`config.mk`:
```
export PLATFORM = sky130hd
export DESIGN_NAME = univ_shift_reg
export DESIGN_NICKNAME = d
export VERILOG_FILES = /design/src/rtl/univ_shift_reg.sv
export SDC_FILE = /design/constraint.sdc
export NUM_CORES = 1
export LEC_CHECK = 0
export ABC_AREA = 1
export CAP_MARGIN = 20
export CORE_ASPECT_RATIO = 0.6
export CORE_MARGIN = 2
export CORE_UTILIZATION = 51
export CTS_CLUSTER_DIAMETER = 80
export DETAILED_ROUTE_END_ITERATION = 16
export MAX_ROUTING_LAYER = met4
export PLACE_DENSITY_LB_ADDON = 0.25
export SYNTH_ARGS = -nofsm -noshare
export SYNTH_HDL_FRONTEND = slang
export SYNTH_SLANG_ARGS = --single-unit
```
`constraint.sdc`:
```
create_clock -name clk -period 1.3 [get_ports clk]
set_input_delay 0.13 -clock clk [delete_from_list [all_inputs] [get_ports clk]]
set_output_delay 0.13 -clock clk [all_outputs]
set_load 0.05 [all_outputs]
```
`src/rtl/univ_shift_reg.sv`:
```
// Universal shift register: single-step shift/rotate/load every cycle in IDLE,
// or a launched multi-step operation that runs for a latched step count.
module univ_shift_reg #(
  parameter int WIDTH = 8,
  parameter int CNT_W = 4
) (
  input  logic             clk,
  input  logic             rst,
  input  logic [2:0]       mode,
  input  logic [WIDTH-1:0] p_in,
  input  logic             sr_in,
  input  logic             sl_in,
  input  logic             start,
  input  logic [CNT_W-1:0] shamt,
  output logic [WIDTH-1:0] out,
  output logic             sr_out,
  output logic             sl_out,
  output logic             busy,
  output logic             done
);

  localparam logic [2:0] MODE_HOLD = 3'b000;
  localparam logic [2:0] MODE_SHR  = 3'b001;
  localparam logic [2:0] MODE_SHL  = 3'b010;
  localparam logic [2:0] MODE_LOAD = 3'b011;
  localparam logic [2:0] MODE_ROR  = 3'b100;
  localparam logic [2:0] MODE_ROL  = 3'b101;
  localparam logic [2:0] MODE_ASR  = 3'b110;

  typedef enum logic [1:0] {
    IDLE = 2'd0,
    RUN  = 2'd1,
    DONE = 2'd2
  } state_t;

  state_t           state_q, state_d;
  logic [WIDTH-1:0] out_q, out_d;
  logic [CNT_W-1:0] cnt_q, cnt_d;
  logic [2:0]       mode_q, mode_d;
  logic             launch;

  // One step of any mode; reserved and hold codes keep the value.
  function automatic logic [WIDTH-1:0] apply_step(
    input logic [2:0]       m,
    input logic [WIDTH-1:0] cur,
    input logic [WIDTH-1:0] load_val,
    input logic             sr,
    input logic             sl
  );
    logic [WIDTH-1:0] res;
    res = cur;
    case (m)
      MODE_SHR:  res = {sr, cur[WIDTH-1:1]};
      MODE_SHL:  res = {cur[WIDTH-2:0], sl};
      MODE_LOAD: res = load_val;
      MODE_ROR:  res = {cur[0], cur[WIDTH-1:1]};
      MODE_ROL:  res = {cur[WIDTH-2:0], cur[WIDTH-1]};
      MODE_ASR:  res = {cur[WIDTH-1], cur[WIDTH-1:1]};
      default:   res = cur;
    endcase
    return res;
  endfunction

  assign launch = start && (mode inside {MODE_SHR, MODE_SHL, MODE_ROR, MODE_ROL, MODE_ASR});

  always_comb begin
    state_d = state_q;
    out_d   = out_q;
    cnt_d   = cnt_q;
    mode_d  = mode_q;
    case (state_q)
      IDLE: begin
        if (launch) begin
          mode_d  = mode;
          cnt_d   = shamt;
          state_d = (shamt != '0) ? RUN : DONE;
        end else begin
          out_d = apply_step(mode, out_q, p_in, sr_in, sl_in);
        end
      end
      RUN: begin
        // Latched mode only; the load value is irrelevant since LOAD never launches.
        out_d = apply_step(mode_q, out_q, out_q, sr_in, sl_in);
        cnt_d = cnt_q - 1'b1;
        if (cnt_q == CNT_W'(1)) state_d = DONE;
      end
      DONE: begin
        state_d = IDLE;
      end
      default: begin
        state_d = IDLE;
      end
    endcase
  end

  always_ff @(posedge clk or posedge rst) begin
    if (rst) begin
      state_q <= IDLE;
      out_q   <= '0;
      cnt_q   <= '0;
      mode_q  <= MODE_HOLD;
    end else begin
      state_q <= state_d;
      out_q   <= out_d;
      cnt_q   <= cnt_d;
      mode_q  <= mode_d;
    end
  end

  assign out    = out_q;
  assign sr_out = out_q[0];
  assign sl_out = out_q[WIDTH-1];
  assign busy   = (state_q == RUN);
  assign done   = (state_q == DONE);

endmodule

```
# Yosys cells after proc, flatten, opt, wreduce, memory -nomap -nowiden
# Cells that the tools add are included.
[totals] elab_cells=49 reg_bits=17 output_inout_bits=12
[classes] n_eq_ne=23 reduce_logical=10 muxes=10 add_sub_neg=1
[op_table] cell="one-hot mux 8 bit (6 select lines)" n=1
[op_table] cell="one-hot mux 8 bit (5 select lines)" n=1
[op_table] cell="== test 3 bit, second input constant" n=6
[op_table] cell="one-hot mux 8 bit (2 select lines)" n=1
[op_table] cell="== test 3 x 2 -> 1 bit, second input constant" n=3
[op_table] cell="two-way mux 8 bit" n=1
[op_table] cell="!= test 2 bit, second input constant" n=4
[op_table] cell="one-hot mux 4 bit (2 select lines)" n=1
[op_table] cell="!= test 7 x 6 -> 1 bit, second input constant" n=1
[op_table] cell="== test 3 x 1 -> 1 bit, second input constant" n=2
[op_table] cell="two-way mux 2 bit" n=3
[op_table] cell="!= test 6 x 1 -> 1 bit, second input constant" n=1
[op_table] cell="!= test 6 x 5 -> 1 bit, second input constant" n=1
[op_table] cell="AND reduction 2 bit" n=3
[op_table] cell="AND reduction 6 bit" n=1
[op_table] cell="!= test 5 x 1 -> 1 bit, second input constant" n=1
[op_table] cell="nonzero test 5 bit" n=1
[op_table] cell="== test 4 x 1 -> 1 bit, second input constant" n=1
[op_table] cell="two-way mux 4 bit" n=1
[op_table] cell="one-hot mux 2 bit (2 select lines)" n=1
[op_table] cell="AND reduction 4 bit" n=1
[op_table] cell="nonzero test 4 bit" n=1
[op_table] cell="subtractor 4 x 1 -> 4 bit, second input constant" n=1
[op_table] cell="== test 2 x 1 -> 1 bit, second input constant" n=1
[op_table] cell="5 further kinds" n=5

# Logic depth before layout (Yosys ltp)
[depth] depth_word=5 mapped_depth=11

# Worst setup path after synthesis
# Ideal clock, no wire load.
[synth_timing] path_type="reg-to-reg" startpoint="register state_q[1]" endpoint="register cnt_q[3]" n_path_buf=1 synth_period_minus_slack_ps=1300 setup_slack_ps=0 t_arrival_ps=1179 stages_incl_launch_ff=8 path_cell_list="dfrtp_1 > inv_2 > nand2_4 > inv_2 > buf_4 > o21ai_0 > a21oi_1 > nor3_2"
[synth_between] elab_chain_len=3
[synth_rtl] element="from (decl)" line_no="36" text="state_t state_q, state_d;"
[synth_rtl] element="from (signal assigned)" line_no="103" text="state_q <= state_d;"
[synth_rtl] element="== test 2 x 1 -> 1 bit (*)"
[synth_rtl] element="named net busy" line_no="18" text="output logic busy,"
[synth_rtl] element="nonzero test 2 bit (no source line)"
[synth_rtl] element="AND reduction 2 bit (no source line)"
[synth_rtl] element="to (signal assigned)" line_no="105" text="cnt_q <= cnt_d;"
[synth_rtl] element="to (decl)" line_no="38" text="logic [CNT_W-1:0] cnt_q, cnt_d;"
# Mark *: on every way through the listed nets, which the timed path passes. The rest lies on a longest branch.
# A chain may end at the register's enable or synchronous reset.

# Final worst setup path
[layout_timing] startpoint="register state_q[1]" endpoint="register out_q[3], in the netlist out[3]"
[layout_between] elab_chain_len=3
[layout_rtl] element="== test 2 x 1 -> 1 bit / logical NOT 2 bit (equally long branches)" line_no="71" text="case (state_q)"
[layout_rtl] element="!= test 6 x 1 -> 1 bit (no source line) (tied with other cells)"
[layout_rtl] element="AND reduction 4 bit (no source line)"
[layout_rtl] element="to (signal assigned)" line_no="104" text="out_q <= out_d;"
[layout_rtl] element="to (decl)" line_no="37" text="logic [WIDTH-1:0] out_q, out_d;"
# Parallel ways exist; a longest one is shown, timed or not.

==> impl_metrics.env <==
export IMPL_leakagePower_nw=1.11
export IMPL_fp_dieH_um=45.5
export IMPL_rr_startpoint="state_q[1]"
export IMPL_cts_buffer_depth=2
export IMPL_path_clk_slew_ns=0.08
export IMPL_instances_no_fill=313
export IMPL_reg2reg_depth=9
export IMPL_cts_tree="done"
export IMPL_fin_ws_ns=-0.0712
export IMPL_cts_buffers=3
export IMPL_wl_met1_um=2130
export IMPL_core_um2=2800
export IMPL_dp_hpwl_um=3090
export IMPL_critPathMaxFanout=8
export IMPL_max_slew_margin_pct=79.3
export IMPL_period_share_pct=105
export IMPL_yosys_area_top_type="dfrtp_1"
export IMPL_hold_class="input port to async pin"
export IMPL_final_util_pct=80.1
export IMPL_met2WireLength_um=2040
export IMPL_power_w=0.00578
export IMPL_avgSynthCellArea_um2=6.57
export IMPL_synth_most_common_cell="nand2_1"
export IMPL_num_antenna_cells=0
export IMPL_grt_first_pass_wirelength_um=7180
export IMPL_ys_types=28
export IMPL_antenna_found_initial=0
export IMPL_finalSetupViolCount=11
export IMPL_cp_num_buf_inv=3
export IMPL_insertion_delay_ns=0.27
export IMPL_hold_violations=0
export IMPL_routabilityCongestion=0.915
export IMPL_slowest_delay_ns=0.40
export IMPL_drive_above_1_share_pct=31.9
export IMPL_muxShareOfSynthArea_pct=0
export IMPL_numClockSinks=17
export IMPL_top_layer="met4"
export IMPL_synth_yosys_seq_area_share_pct=29.0
export IMPL_p_sw_w=0.00300
export IMPL_nets=302
export IMPL_cell_internal_pwr_w=0.00278
export IMPL_placed_area_um2=2020
export IMPL_synth_flop_cell="dfrtp_1"
export IMPL_r2r_end="out[3]"
export IMPL_io_buffers=31
export IMPL_grt_pass1_vias=1491
export IMPL_p_seq_share_pct=21.4
export IMPL_reg2reg_setup_slack_ns=-0.07
export IMPL_holdBufCountCts=0
export IMPL_async_reset_ff_share_pct=100
export IMPL_sw_frac_of_total_pct=52.0
export IMPL_crit_path_top_delay_cell="dfrtp_1"
export IMPL_cp_depth=9
export IMPL_crit_path_end_kind="register"
export IMPL_synth_fa_ha_area_share_pct=1.71
export IMPL_design_area_um2=2240
export IMPL_synthSimpleGateAreaFrac_pct=48.3
export IMPL_drt_first_pass_iters=6
export IMPL_synth_edf_count=0
export IMPL_cp_required_ns=1.47
export IMPL_max_freq_ghz=0.729
export IMPL_outcome="finished with violations"
export IMPL_synth_area_leaders="dfrtp_1, nand2_1, nand3_1"
export IMPL_synth_top_family_by_area="simple AND/OR/NAND/NOR gates"
export IMPL_grt_usage_pct=30.1
export IMPL_max_cap_viol_count=0
export IMPL_drc=0
export IMPL_wl_per_cell_um=15.3
export IMPL_synth_compound_area_share_pct=8.80
export IMPL_floorplan_initialDensity_pct=52.4
export IMPL_powerDensity_nw_per_um2=2580
export IMPL_crit_chain="buf_6 > nor2_4 > buf_6 > nand3_4 > nand2_4 > nor2_8 > clkinv_4 > nand2_1 > nand2_1"
export IMPL_synth_seq_cells=17
export IMPL_die_area_um2=3330
export IMPL_area_growth_pct=52.9
export IMPL_vdd_drop_max_v=0.00151
export IMPL_core_rowCount=15
export IMPL_dr_wl_met3_um=526
export IMPL_critical_path_startpoint_type="register"
export IMPL_postSynthCellCount=223
export IMPL_final_setup_skew_ns=0.00439
export IMPL_viasPerCell=5.62
export IMPL_cts_max_level=1
export IMPL_drtIter0Drc=196
export IMPL_p_clk_share_pct=7.7
export IMPL_synthTopCellsByCount="nand2_1, nand3_1, nor2_1"
export IMPL_numPlacedInstances=299
export IMPL_io_pins=32
export IMPL_synth_xor_area_share_pct=0.598
export IMPL_cts_root_buf="clkbuf_8"
export IMPL_grt_max_degree=18
export IMPL_worstSetupPathType="register to register"
export IMPL_ant_nets=0
export IMPL_final_max_slew_viol_count=0
export IMPL_rsz0062_at_grt="true"
export IMPL_worstMarginPinSlew_ns=0.311
export IMPL_grt_ovfl_total=0
export IMPL_vias=1760
export IMPL_synth_top_area_share_pct=29.0
export IMPL_die_width_um=73.2
export IMPL_synth_area_um2=1470
export IMPL_violations="negative setup slack"
export IMPL_routed_wl_um=4770
export IMPL_period_minus_slack_ns=1.37
export IMPL_yosys_warnings=0
export IMPL_power_frac_comb_pct=70.9
export IMPL_arrival_ns=1.54
export IMPL_syn_num_nets=245
export IMPL_dpl_worst_slack_ns=-0.302
export IMPL_path_delay_family="simple AND/OR/NAND/NOR gates"
-- power by group through the flow --
stage	logic, W	registers (W)	clock network (W)
6_report	0.00410	0.00124	0.000444
5_1_grt	0.00435	0.00127	0.000455
4_1_cts	0.00381	0.00120	0.000430
3_5_place_dp	0.00366	0.00120	0
3_3_place_gp	0.00360	0.00119	0
2_1_floorplan	0.00198	0.00148	0
-- layout make-up --
cell class | instances | area [um^2]
Clock buffer | 3 | 41.3
Clock inverter | 1 | 5.00
Fill cell | 191 | 556
Inverter | 28 | 119
Multi-Input combinational cell | 172 | 961
Sequential cell | 17 | 428
Tap cell | 34 | 42.5
Timing Repair Buffer | 58 | 644
-- cell families after synthesis --
| family | Yosys count |
|---|---|
| fa+ha+maj | 2 |
| flops | 17 |
| buf+inv | 35 |
| compound gates | 24 |
| simple gates | 144 |
| xor+xnor | 1 |
-- worst reg2reg max path, delay by kind of cell, from the launching register on --
kind | cells | cell delay, ns
AND/OR/NAND/NOR | 6 | 0.50
buffers and inverters | 3 | 0.36
flip-flops | 1 | 0.40
-- worst max-delay path by stage --
stage	slack, ns	to	from
4_1_cts	-0.03	done	state_q[1]
6_report	-0.07	out[3]	state_q[1]
2_1_floorplan	0.01	out[7]	out[0]
3_5_place_dp	-0.30	out[4]	mode[0]
3_3_place_gp	-0.27	out[5]	mode[0]
5_1_grt	-0.12	out[3]	state_q[1]
-- layout by cell type (no fill, tap or decap), types with 5 or more instances in the layout --
| cell type | n |
|---|---|
| dfrtp_1 | 15 |
| buf_4 | 24 |
| o21ai_1 | 6 |
| inv_2 | 8 |
| nor2_1 | 24 |
| a21oi_1 | 7 |
| o21ai_0 | 5 |
| nand2_1 | 61 |
| nand2_2 | 7 |
| clkdlybuf4s50_1 | 16 |
| nand2_4 | 7 |
| inv_1 | 16 |
| nand3_1 | 31 |
| buf_12 | 12 |
-- repair_timing --
action                                  4_1_cts  5_1_grt
buffers inserted                              5        4
resized for setup                            11       20
pin swaps                                     4        8
gates cloned                                  1        0
endpoints found under the setup margin        9       17
-- metrics by stage --
| stage | TNS [ns] | hold slack (ns) |
|---|---|---|
| global placement | -3.28 | 0.473 |
| finish | -0.510 | 0.176 |
| CTS | -0.145 | 0.196 |
| detailed placement | -3.73 | 0.479 |
| floorplan | 0 | 0.0561 |
| global route | -1.24 | 0.218 |
-- per-layer routing --
metal / vias up / track usage [%]
li1: 829 / -
met1: 788 / 44.1
met2: 129 / 41.1
met3: 14 / 9.07
met4: 0 / 5.19
met5: - / -
-- state kept, by name, indices dropped and copies added (netlist names) --
name     cells
out          8
cnt_q        4
mode_q       3
state_q      2
No activity file was read; power rests on OpenSTA's default activity.
